==> src/rtl/serial_pattern_tx_pkg.sv <==
// Shared types and helpers for the serial pattern transmitter.
// State encoding and width helpers used by the top and the shifter.
package serial_pattern_tx_pkg;

   typedef enum logic [1:0] {
      ST_IDLE  = 2'd0,
      ST_SHIFT = 2'd1,
      ST_GAP   = 2'd2,
      ST_DONE  = 2'd3
   } state_e;

   function automatic int clog2m1(input int v);
      return (v <= 1) ? 1 : $clog2(v);
   endfunction

endpackage

==> src/rtl/serial_pattern_tx_shifter.sv <==
// Loadable pattern register with a down-counting bit index.
// Exposes the next bit, the first bit (for repeats) and a last flag.
module serial_pattern_tx_shifter #(
   parameter int MAX_LEN = 16,
   parameter int IW      = 4
) (
   input  logic               clk,
   input  logic               Resetn,
   input  logic               load,
   input  logic               reload,
   input  logic               adv,
   input  logic [MAX_LEN-1:0] din,
   input  logic [IW-1:0]      top,
   output logic               nbit,
   output logic               fbit,
   output logic               last
);

   logic [MAX_LEN-1:0] data_q;
   logic [IW-1:0]      top_q;
   logic [IW-1:0]      idx_q;
   logic [IW-1:0]      prev_idx;

   assign prev_idx = idx_q - IW'(1);
   assign nbit     = data_q[prev_idx];
   assign fbit     = data_q[top_q];
   assign last     = (idx_q == '0);

   // Pattern capture and index of the bit currently on the line
   always_ff @(posedge clk or negedge Resetn) begin
      if (!Resetn) begin
         data_q <= '0;
         top_q  <= '0;
         idx_q  <= '0;
      end else if (load) begin
         data_q <= din;
         top_q  <= top;
         idx_q  <= top;
      end else if (reload) begin
         idx_q  <= top_q;
      end else if (adv) begin
         idx_q  <= prev_idx;
      end
   end

endmodule

==> src/rtl/serial_pattern_tx.sv <==
// Serial pattern transmitter: MSB-first bit stream with repeats and gaps.
// Feeds the w input of the sequence-detector FSMs.
module serial_pattern_tx
   import serial_pattern_tx_pkg::*;
#(
   parameter int   MAX_LEN    = 16,
   parameter int   GAP_CYCLES = 1,
   parameter logic IDLE_LEVEL = 1'b0,
   localparam int  LW         = $clog2(MAX_LEN + 1)
) (
   input  logic               clk,
   input  logic               Resetn,
   input  logic               load_valid,
   output logic               load_ready,
   input  logic [MAX_LEN-1:0] load_data,
   input  logic [LW-1:0]      load_len,
   input  logic [7:0]         repeat_cnt,
   input  logic               abort,
   output logic               w,
   output logic               w_valid,
   output logic               done
);

   localparam int IW = clog2m1(MAX_LEN);
   localparam int GW = clog2m1(GAP_CYCLES);

   state_e          state_q, state_d;
   logic            w_q, w_d;
   logic            wv_q, wv_d;
   logic            done_q, done_d;
   logic [7:0]      reps_q, reps_d;
   logic [GW-1:0]   gap_q, gap_d;
   logic [LW-1:0]   len_sat;
   logic [IW-1:0]   top_idx;
   logic            sh_load, sh_reload, sh_adv;
   logic            nbit, fbit, last;

   assign load_ready = (state_q == ST_IDLE) & ~abort;
   assign w          = w_q;
   assign w_valid    = wv_q;
   assign done       = done_q;

   assign len_sat = (load_len > LW'(MAX_LEN)) ? LW'(MAX_LEN) : load_len;
   assign top_idx = IW'(len_sat - LW'(1));

   serial_pattern_tx_shifter #(
      .MAX_LEN (MAX_LEN),
      .IW      (IW)
   ) u_shift (
      .clk    (clk),
      .Resetn (Resetn),
      .load   (sh_load),
      .reload (sh_reload),
      .adv    (sh_adv),
      .din    (load_data),
      .top    (top_idx),
      .nbit   (nbit),
      .fbit   (fbit),
      .last   (last)
   );

   // State, output and counter registers
   always_ff @(posedge clk or negedge Resetn) begin
      if (!Resetn) begin
         state_q <= ST_IDLE;
         w_q     <= IDLE_LEVEL;
         wv_q    <= 1'b0;
         done_q  <= 1'b0;
         reps_q  <= '0;
         gap_q   <= '0;
      end else begin
         state_q <= state_d;
         w_q     <= w_d;
         wv_q    <= wv_d;
         done_q  <= done_d;
         reps_q  <= reps_d;
         gap_q   <= gap_d;
      end
   end

   // Next state, next registered outputs and shifter controls
   always_comb begin
      state_d   = state_q;
      w_d       = IDLE_LEVEL;
      wv_d      = 1'b0;
      done_d    = 1'b0;
      reps_d    = reps_q;
      gap_d     = gap_q;
      sh_load   = 1'b0;
      sh_reload = 1'b0;
      sh_adv    = 1'b0;
      unique case (state_q)
         ST_IDLE: begin
            if (load_valid && load_ready) begin
               reps_d = repeat_cnt;
               if (len_sat == '0) begin
                  state_d = ST_DONE;
                  done_d  = 1'b1;
               end else begin
                  state_d = ST_SHIFT;
                  w_d     = load_data[top_idx];
                  wv_d    = 1'b1;
                  sh_load = 1'b1;
               end
            end
         end
         ST_SHIFT: begin
            if (abort) begin
               state_d = ST_IDLE;
            end else if (!last) begin
               w_d    = nbit;
               wv_d   = 1'b1;
               sh_adv = 1'b1;
            end else if (reps_q != 8'd0) begin
               reps_d = reps_q - 8'd1;
               if (GAP_CYCLES > 0) begin
                  state_d = ST_GAP;
                  gap_d   = GW'(GAP_CYCLES - 1);
               end else begin
                  w_d       = fbit;
                  wv_d      = 1'b1;
                  sh_reload = 1'b1;
               end
            end else begin
               state_d = ST_DONE;
               done_d  = 1'b1;
            end
         end
         ST_GAP: begin
            if (abort) begin
               state_d = ST_IDLE;
            end else if (gap_q == '0) begin
               state_d   = ST_SHIFT;
               w_d       = fbit;
               wv_d      = 1'b1;
               sh_reload = 1'b1;
            end else begin
               gap_d = gap_q - GW'(1);
            end
         end
         ST_DONE: begin
            state_d = ST_IDLE;
         end
         default: begin
            state_d = ST_IDLE;
         end
      endcase
   end

endmodule

==> config.mk <==
export PLATFORM = sky130hd
export DESIGN_NAME = serial_pattern_tx
export DESIGN_NICKNAME = d
export VERILOG_FILES = /design/src/rtl/serial_pattern_tx_pkg.sv /design/src/rtl/serial_pattern_tx_shifter.sv /design/src/rtl/serial_pattern_tx.sv
export SDC_FILE = /design/constraint.sdc
export NUM_CORES = 1
export LEC_CHECK = 0
export CAP_MARGIN = 10
export CORE_ASPECT_RATIO = 1.1
export CORE_UTILIZATION = 40
export CTS_BUF_LIST = sky130_fd_sc_hd__clkbuf_8
export DETAILED_ROUTE_END_ITERATION = 6
export MAX_ROUTING_LAYER = met4
export SLEW_MARGIN = 20
export SYNTH_ARGS = -nofsm -noshare
export SYNTH_HDL_FRONTEND = slang
export SYNTH_SLANG_ARGS = --single-unit
==> constraint.sdc <==
create_clock -name clk -period 4.5 [get_ports clk]
set_input_delay 0.9 -clock clk [delete_from_list [all_inputs] [get_ports clk]]
set_output_delay 0.9 -clock clk [all_outputs]
set_load 0.01 [all_outputs]
# Word level (Yosys, flattened, before mapping)
# Cells that the tools add are included.
[word_totals]
output_inout_bits = 4
elab_cells = 92
register_bits = 38
in_bits = 33
[classes]
n_lt_le_gt_ge = 4
eq_ne = 10
add_sub_neg = 4
reduce_logical = 11
bitwise = 2
muxes = 52
[ops]
columns = ["op", "count"]
rows = [
  ["$mux 8", 4],
  ["$mux 1", 29],
  ["$pmux 8 s2", 1],
  ["$lt 4x5->1 const B", 3],
  ["$bmux 1 s4", 3],
  ["$mux 2", 6],
  ["$mux 4", 3],
  ["$reduce_and 5->1", 2],
  ["$ne 2x2->1 const B", 4],
  ["$pmux 2 s4", 1],
  ["$reduce_bool 8->1", 1],
  ["$sub 4x1->4 const B", 2],
  ["$sub 8x1->8 const B", 1],
  ["$ne 3x3->1 const B", 2],
  ["$pmux 1 s3", 2],
  ["$gt 5x5->1 const B", 1],
  ["$logic_not 5->1", 1],
  ["$mux 5", 1],
  ["$eq 2x2->1 const B", 2],
  ["$logic_not 4->1", 1],
  ["$pmux 1 s2", 2],
  ["$reduce_bool 2->1", 2],
  ["$reduce_and 3->1", 1],
  ["$reduce_bool 3->1", 1],
  ["7 further kinds", 7],
]

# Logic depth before layout (Yosys ltp)
# Gate-level depths: netlist of the first run.
[depth]
depth_word = 8
mapped_depth = 9

# By module
# Synthesis of the first run repeated with hierarchy kept, for this count alone.
[unflattened]
hier_cells = 228
area_unflattened_um2 = 2368.5
[by_module_without_submodules]
columns = ["module", "seq_area_each_um2", "cells_per_inst", "area_each_um2", "instances"]
rows = [
  ["serial_pattern_tx_shifter", 600.6, 91, 1260.0, 1],
  ["serial_pattern_tx", 325.3, 137, 1108.6, 1],
]

# Least setup slack after synthesis of the first run
# Ideal clock, no wire load.
[synth_timing]
kind = "input to register"
startpoint = "input port load_len[1]"
endpoint = "register w_q (netlist: w)"
required_ns = 4.374
path_buffers = 1
arrival_ns = 2.194
setup_slack_ns = 2.180
path_stages = 6
path_cell_list = "buf_2 -> or3_1 -> or3_1 -> nand3_1 -> a311oi_1 -> a311o_1"
[synth_via]
elab_chain_cells = 8
word_cells_on_any_way = 9
cone_classes = "add/sub: 1; order compare: 1; mux: 6; reduce/logical: 1"
[synth_lines]
columns = ["item", "line", "text"]
rows = [
  ["start: declaration", "serial_pattern_tx.sv:16", "input logic [LW-1:0] load_len,"],
  ["$gt 5x5->1", "serial_pattern_tx.sv:43", "assign len_sat = (load_len > LW'(MAX_LEN)) ? LW'(MAX_LEN) : load_len;"],
  ["$mux 5 (*)", "serial_pattern_tx.sv:43", ""],
  ["$sub 4x1->4", "serial_pattern_tx.sv:44", "assign top_idx = IW'(len_sat - LW'(1));"],
  ["$bmux 1 s4", "serial_pattern_tx.sv:101", "w_d = load_data[top_idx];"],
  ["$mux 1 (not written as such)", "serial_pattern_tx.sv:101", ""],
  ["$mux 1 (*)", "serial_pattern_tx.sv:96", "if (len_sat == '0) begin"],
  ["$mux 1 (*)", "serial_pattern_tx.sv:94", "if (load_valid && load_ready) begin"],
  ["$pmux 1 s3 (*)", "serial_pattern_tx.sv:92", "unique case (state_q)"],
  ["via w_d", "serial_pattern_tx.sv:28", "logic w_q, w_d;"],
  ["end signal: assignment", "serial_pattern_tx.sv:73", "w_q <= w_d;"],
  ["end: declaration", "serial_pattern_tx.sv:28", ""],
]
# Mark *: on every way through the listed nets, which the timed path passes. The rest lies on a longest branch. The select of a mux whose other input is x is not followed.
# A chain may end at the register's enable or synchronous reset.

# Worst setup path in the final report of the first run
[layout_timing]
startpoint = "input port abort"
endpoint = "output port load_ready"
[layout_via]
elab_chain_cells = 2
[layout_lines]
columns = ["item", "line", "text"]
rows = [
  ["start: declaration", "serial_pattern_tx.sv:18", "input logic abort,"],
  ["$not 1->1", "serial_pattern_tx.sv:38", "assign load_ready = (state_q == ST_IDLE) & ~abort;"],
  ["$and 1x1->1", "serial_pattern_tx.sv:38", ""],
  ["end: declaration", "serial_pattern_tx.sv:14", "output logic load_ready,"],
]
# Every way passes these cells.

==> results of run 1 <==
## sequential cells by signal, summed over array words and instances, names as in the netlist
| register | cells |
|---|---|
| w_valid | 1 |
| state_q | 2 |
| done | 1 |
| u_shift.idx_q | 4 |
| w | 1 |
| u_shift.top_q | 4 |
| reps_q | 8 |
| u_shift.data_q | 16 |
## synth_stat cells (2+ instances only)
master	n	area, µm²
sky130_fd_sc_hd__nand2_1	70	263
sky130_fd_sc_hd__dfrtp_1	37	926
sky130_fd_sc_hd__a21oi_1	17	85.1
sky130_fd_sc_hd__nor2_1	15	56.3
sky130_fd_sc_hd__mux2i_1	11	110
sky130_fd_sc_hd__o21ai_0	11	55.1
sky130_fd_sc_hd__clkbuf_1	7	26.3
sky130_fd_sc_hd__inv_1	7	26.3
sky130_fd_sc_hd__nor3_1	6	30.0
sky130_fd_sc_hd__nand3_1	5	25.0
sky130_fd_sc_hd__o22ai_1	5	31.3
sky130_fd_sc_hd__a21oi_2	4	35.0
sky130_fd_sc_hd__buf_2	4	20.0
sky130_fd_sc_hd__mux4_1	4	105
sky130_fd_sc_hd__mux4_2	4	90.1
sky130_fd_sc_hd__nand2b_1	4	25.0
sky130_fd_sc_hd__nor3b_1	4	30.0
sky130_fd_sc_hd__or3_1	4	25.0
sky130_fd_sc_hd__xnor2_1	4	35.0
sky130_fd_sc_hd__buf_6	3	33.8
sky130_fd_sc_hd__a211oi_1	2	15.0
sky130_fd_sc_hd__a21boi_0	2	15.0
sky130_fd_sc_hd__ha_1	2	25.0
sky130_fd_sc_hd__o2bb2ai_1	2	17.5
sky130_fd_sc_hd__or4_1	2	15.0
sky130_fd_sc_hd__xor2_1	2	17.5
## area by class of cell
type / count / area [µm²]
fillers: 553 / 2660
multi-input cells: 199 / 1290
clock inverters: 3 / 65.1
flip-flops and latches: 37 / 926
well taps: 75 / 93.8
inverters: 7 / 26.3
clock buffers: 5 / 68.8
repair buffers: 38 / 370
## per-layer routing
metal / vias up / global-route usage [%] / part of all wire [%]
li1: 975 / - / -
met1: 893 / 28.1 / 49
met2: 52 / 29.9 / 45
met3: 12 / 3.07 / 3.8
met4: 0 / 7.92 / 2.2
met5: - / - / 0
## final timing paths
| check | startpoint | end | slack [ns] |
|---|---|---|---|
| max | abort | load_ready | 1.18 |
| min | u_shift.data_q[12] | u_shift.data_q[12] | 0.50 |
| max reg2reg | u_shift.idx_q[0] | reps_q[0] | 1.79 |
| min reg2reg | u_shift.data_q[12] | u_shift.data_q[12] | 0.50 |
| max in group asynchronous | Resetn | u_shift.data_q[3] | 3.26 |
| min in group asynchronous | Resetn | reps_q[0] | 0.71 |
## stage by stage
stage | instance area (µm²) | worst slack, ns | power [µW] | std cells
after global routing | 2850 | 1.13 | 1360 | 364
after floorplan | 2320 | 2.18 | 816 | 257
after detailed placement | 2710 | 0.992 | 937 | 356
after CTS | 2840 | 1.17 | 1280 | 364
after global placement | 2710 | 1.09 | 927 | 356
final | 2850 | 1.18 | 1270 | 364
## power breakdown
part | switching, µW | total (µW) | leakage (µW) | internal, µW
Clock | 122 | 342 | 0.0000681 | 220
Combinational | 196 | 422 | 0.000764 | 226
Sequential | 91.1 | 507 | 0.000447 | 415
Total | 409 | 1270 | 0.00128 | 862
## worst max-delay path: cells and delay by family
family	cells	cell delay (ns)
simple gates	1	0.36
buf+inv	2	1.17
## logic make-up after synthesis
kind of cell | count (synthesis) | share of synthesized area, %
XOR/XNOR | 6 | 2.26
flip-flops | 37 | 39.8
multiplexers | 20 | 13.6
AO/OA/AOI/OAI | 54 | 15.8
AND/OR/NAND/NOR | 117 | 22.9
adder cells (fa/ha/maj) | 2 | 1.08
buffers and inverters | 21 | 4.58
==> impl.org, run 1 <==
** Worst setup path
- FF-to-FF path depth :: 6
- STA classifies the critical path endpoint as an output pin.
- Arrival time of the worst setup path :: 2.42 ns
- Most used cell, CP :: sky130_fd_sc_hd__clkdlybuf4s50_1
- Critical path required time :: 3.60 ns
- Critical-path top delay cell :: sky130_fd_sc_hd__clkdlybuf4s50_1
- Critical path's largest stage delay :: 0.61 ns
- Startpoint type of the worst setup path :: input port
- CP Max Fanout :: 7
- Critical path class :: input port to output pin
- Traced cell by cell, the critical path runs through clkdlybuf4s50_1, nor3_1, clkdlybuf4s50_1.

** Synthesis
- Number of distinct library cells after synthesis :: 45
- The most used flip-flop cell after synthesis is sky130_fd_sc_hd__dfrtp_1.
- After synthesis, the share of flip-flops with an asynchronous set or reset is 100%.
- Synth Warn # :: 0
- Synthesis handed over a netlist of 257 instances.
- EDFF count, synth :: 0
- Synthesized area divided by synthesized cell count :: 9.05 µm²
- Synthesized Nets :: 292
- In this run the cell area of the synthesized design comes to 2320 µm².
- Count of state elements after synthesis :: 37
- Summing the sequential cell areas from Yosys gives 39.8% of the chip area.

** GRT
- Overall routing resource usage :: 20.3%
- Entering global routing, the biggest net connects 38 pins.
- The via count of the first global-routing pass came to 1870.
- Number of antenna violations at the first check in global routing :: 0
- Residual overflow from global routing :: 0
- Global-route wire length before repair :: 8980 µm

** Hold path
- Number of stages on the worst hold path :: 2
- Classification of the worst-slack hold path :: flop to flop

** Floorplan
- Height of the die :: 82.0 µm
- IO Pins :: 37
- Measured along the x axis, the die boundary spans 74.7 µm.
- Total core area :: 5500 µm²
- Initial Utilization :: 42.3%
- Row cnt :: 28
- Die area :: 6120 µm²

** CTS
- Worst-path clk slew :: 0.08 ns
- For the worst-skew pair, the clock arrives at the later sink with an insertion delay of 0.29 ns.
- Number of instances resized during post-cts repair :: 0
- Clock tree synthesis selected as its root buffer the cell sky130_fd_sc_hd__clkbuf_8.
- TritonCTS built the clock tree.
- Post-CTS setup-driven buffer insertion count :: 0
- Clock tree synthesis found a total of 37 sinks.
- Buffers inserted to repair hold after CTS numbered 0.
- Clock buffer count from CTS :: 5
- The longest clock path from root to sink contains 2 buffers.
- Maximum level of the CTS H-tree :: 2

** STA
- Timing would allow up to 301 MHz.
- Setup TNS Final :: 0 ns
- The worst pin sits at a relative slew slack of 39.0%.
- Of the available clock period, the critical path in the final layout requires 73.9%.
- The clock period could shrink to 3.32 ns.
- Setup clock skew after layout :: 0.00317 ns
- Number of failing setup endpoints in the final timing report :: 0
- Post-route worst hold slack :: 0.497 ns
- Final-report max-slew violation count :: 0
- Setup repair after global routing left no endpoint under its margin.
- At the pin with the least slew margin, the transition time is 0.912 ns.
- The final hold violation count was 0.

** Place
- Detailed placement finished with a half-perimeter wire length of 4050 µm.
- GPL Wtd Cong :: 0.851
- Port Buffer Count :: 36

** Finish
- In the final design database the tool counted 323 nets.
- The number of antenna diodes in the final layout is 0.
- Utilization after layout :: 51.7%
- Proportion of layout cells with a drive suffix above 1 :: 8.65%
- The area growth from synthesis to layout is 22.4%.
- The library cell used most frequently in the layout, excluding fill and tap cells, is sky130_fd_sc_hd__nand2_1.
- Most frequent cells in the layout :: sky130_fd_sc_hd__nand2_1 (70), sky130_fd_sc_hd__dfrtp_1 (37), sky130_fd_sc_hd__clkdlybuf4s50_1 (35)

** Drt
- Number of nets with antenna violations after routing :: 0
- Avg Vias per Cell :: 5.31
- Routed length per placed instance :: 14.9 µm
- The detailed router finished its first iteration with 110 violations.
- Remaining design rule violation count :: 0
- Detailed routing inserted a total of 1932 vias.
- Before antenna repair, the detailed router went through 4 iterations.
- The routed design has 5420 µm of wire.

** Power and ir drop
- Power per Cell Area :: 447 nW/µm²
- VDD sags by at most 0.162 mV.
- In this run the static leakage power is 0.00128 µW.

** Outcome
- Result of the run :: finished, final reports clean

** Job
- Total of max-cap violations :: 0
(Power assumes the default switching activity.)
==> run 2: changes to the inputs <==
clock period = 3.17 ns   (was 4.5 ns; I/O delays follow)
==> run 2 against run 1 <==
  * First-iteration DRC count up 9.1%
  * Non-clock buffer count up 5
  * Sequential share of layout area up 0.14 points
  * Setup slack worse by 0.76 ns
  * Final cell count up 1.1%
  * Combinational power up 42%
  * Core utilization down 0.23 points
  * Register-to-register slack worse by 1.2 ns
  * Worst hold slack worse by 0.074 ns
  * Global-route usage down 0.25 points
  * Total power up 29%
  * Largest power group unchanged
==> impl.org, run 2 (synthesis gave the netlist of run 1 again) <==
** Finish
- The area growth from synthesis to layout is 21.9%.
- The net total in the final layout was 328 (+1.5%).
- Final instance area :: 2830 µm² (-0.44%)
- Most frequent cells in the layout :: sky130_fd_sc_hd__nand2_1 (70), sky130_fd_sc_hd__dfrtp_1 (37), sky130_fd_sc_hd__clkdlybuf4s50_1 (35)
- Flip-flop count of the largest register after layout :: 16 (unchanged)
- More flip-flops sit in one register than any other, and that register is u_shift.data_q.
- Largest registers :: u_shift.data_q (16), reps_q (8)
- The library cell used most frequently in the layout, excluding fill and tap cells, is sky130_fd_sc_hd__nand2_1.
- The ratio of cells with drive above 1 in the final layout was 9.22% (+0.56 points).
- The layout filler cell count came to 527 (-4.7%).
- The total inserted antenna cells came to 0 (unchanged).

** Place
- Post-detailed-placement half-perimeter wirelength :: 3940 µm (-2.6%)
- GPL Wtd Cong :: 0.839 (-1.5%)
- Port Buffer Count :: 36 (unchanged)
- Placed Area :: 2750 µm² (+1.4%)

** Floorplan
- Height of the die :: 82.0 µm (unchanged)
- The chip width is 74.7 µm (unchanged).
- The standard-cell row count is 28 (unchanged).
- The total I/O pin count is 37 (unchanged).
- Die area :: 6120 µm² (unchanged)
- Total core area :: 5500 µm² (unchanged)
- The starting utilization of the core area came to 42.3% (unchanged).

** STA
- Fin crit period :: 2.76 ns
- The max-slew violation count came to 0 (unchanged).
- Number of endpoints with negative hold slack in the final report :: 0 (unchanged)
- The final setup violation count was 0 (unchanged).
- Setup clock skew after layout :: 0.00658 ns (+0.00341 ns)
- The sum of negative setup slack was 0 ns (unchanged).
- Dividing the final minimum period by the clock period gives 87.0%.
- Slew margin rel. :: 37.6% (-1.5 points)
- Setup repair after global routing left no endpoint under its margin.
- The slew at the pin closest to its max-slew limit is 0.933 ns (+0.0217 ns).
- Highest attainable clock frequency :: 363 MHz

** CTS
- CTS tree :: built
- The number of setup buffers added after CTS came to 0 (unchanged).
- Clock Latency Late Sink :: 0.29 ns (about the same)
- # clock sinks :: 37 (unchanged)
- Maximum level of the CTS H-tree :: 2 (unchanged)
- The register clock-pin slew on the reported worst setup and hold paths is 0.07 ns (about the same).
- Buffer type at the clock tree root :: sky130_fd_sc_hd__clkbuf_8
- The quantity of hold-fixing buffers added after cts came to 0 (unchanged).
- The total of cells resized after clock tree synthesis is 0 (unchanged).
- The maximum number of buffers from clock root to sink came to 2 (unchanged).
- Clock buffer count from CTS :: 5 (unchanged)

** Drt
- The remaining number of nets flagged by the antenna check after routing is 0 (unchanged).
- The violation count after the first detailed-route iteration is 120 (+9.1%).
- The vias after detailed routing was 1962 (+1.6%).
- Remaining design rule violation count :: 0 (unchanged)
- First-pass DRT Iterations :: 4 (unchanged)
- The mean routed wirelength per cell is 14.3 µm (-4.2%).
- The via count normalized by instance count came to 5.33 (+0.45%).
- The total routed wirelength is 5250 µm (-3.2%).

** Worst setup path
- CP Max Fanout :: 7 (unchanged)
- Most used cell, CP :: sky130_fd_sc_hd__clkdlybuf4s50_1
- Crit-path leading delay family :: buffers and inverters
- The worst setup path is captured at an output pin.
- The logic depth of the worst setup path including buffers came to 3 (unchanged).
- The path depth of the worst reg2reg path came to 6 (unchanged).
- The critical path is of the input port to output pin type.
- The critical path goes through clkdlybuf4s50_1, nor3_1, clkdlybuf4s50_1.
- Startpoint type of the worst setup path :: input port
- Critical path required time :: 2.54 ns (-1.06 ns)
- The setup slack of the most critical reg-to-reg path came to 0.57 ns (-1.22 ns).
- For this design, the slowest cell found on the critical path is sky130_fd_sc_hd__clkdlybuf4s50_1.
- Arrival time of the worst setup path :: 2.12 ns (-0.30 ns)
- The largest stage delay on the critical path came to 0.60 ns (about the same).
- The critical path buffer and inverter count is 2 (unchanged).

** Outcome
- Result of the run :: finished, final reports clean

** GRT
- Residual overflow from global routing :: 0 (unchanged)
- Global-route wire length before repair :: 8740 µm (-2.7%)
- The global-route total usage across every layer came to 20.1% (-0.25 points).
- Number of antenna violations at the first check in global routing :: 0 (unchanged)
- The via count of the first global-routing pass was 1823 (-2.5%).
- The largest net degree at the start of global routing came to 38 (unchanged).

** Power and ir drop
- Power per Cell Area :: 580 nW/µm² (+30%)
- Cell leakage power :: 0.00128 µW (+0.37%)
- The maximum vdd drop was 0.225 mV (+39%).

** Job
- Total of max-cap violations :: 0 (unchanged)

** Hold path
- The tightest min-delay check is of the input port to asynchronous set/reset pin type.
[run 2: area by class of cell]
| cell class | instances | area [µm²] | area share (%) |
|---|---|---|---|
| Multi-Input combinational cell | 199 | 1290 | 45.6 |
| Clock buffer | 6 | 82.6 | 2.92 |
| Clock inverter | 1 | 3.75 | 0.133 |
| Tap cell | 75 | 93.8 | 3.31 |
| Inverter | 7 | 26.3 | 0.928 |
| Timing Repair Buffer | 43 | 408 | 14.4 |
| Sequential cell | 37 | 926 | 32.7 |
[run 2: routing by layer]
layer	up-vias	GRT usage, %	share of wire (%)
li1	984	-	-
met1	933	26.1	48
met2	38	30.9	46
met3	7	3.44	3.6
met4	0	8.49	1.9
met5	-	-	0
[run 2: path summary, 6_finish.rpt]
path	start	end
min	Resetn	reps_q[6]
max	abort	load_ready
min reg2reg	u_shift.data_q[4]	u_shift.data_q[4]
max in group asynchronous	Resetn	u_shift.top_q[0]
min in group clk	u_shift.data_q[4]	u_shift.data_q[4]
max reg2reg	u_shift.idx_q[0]	reps_q[0]
[run 2: metrics by stage]
step	util, %	setup WS, ns	total power (µW)	hold WS [ns]	cells
3_3_place_gp	49.9	0.410	1320	0.477	361
3_5_place_dp	49.9	0.389	1320	0.483	361
2_1_floorplan	-	1.12	1160	0.338	257
5_1_grt	51.5	0.342	1760	0.504	368
6_report	51.5	0.413	1640	0.423	368
4_1_cts	51.5	0.395	1660	0.473	368
[run 2: worst reg2reg max path, delay by kind of cell (launching register included)]
family                     cells  cell delay (ns)
AOI/OAI and AO/OA              2             1.10
adders and majority gates      1             0.19
buffers and inverters          1             0.10
DFF                            1             0.50
muxes                          1             0.19
and+or+nand+nor                1             0.44
[run 2: power breakdown]
group	total [µW]	switching (µW)	internal [µW]
Clock	329	160	169
Combinational	600	273	327
Sequential	713	123	590
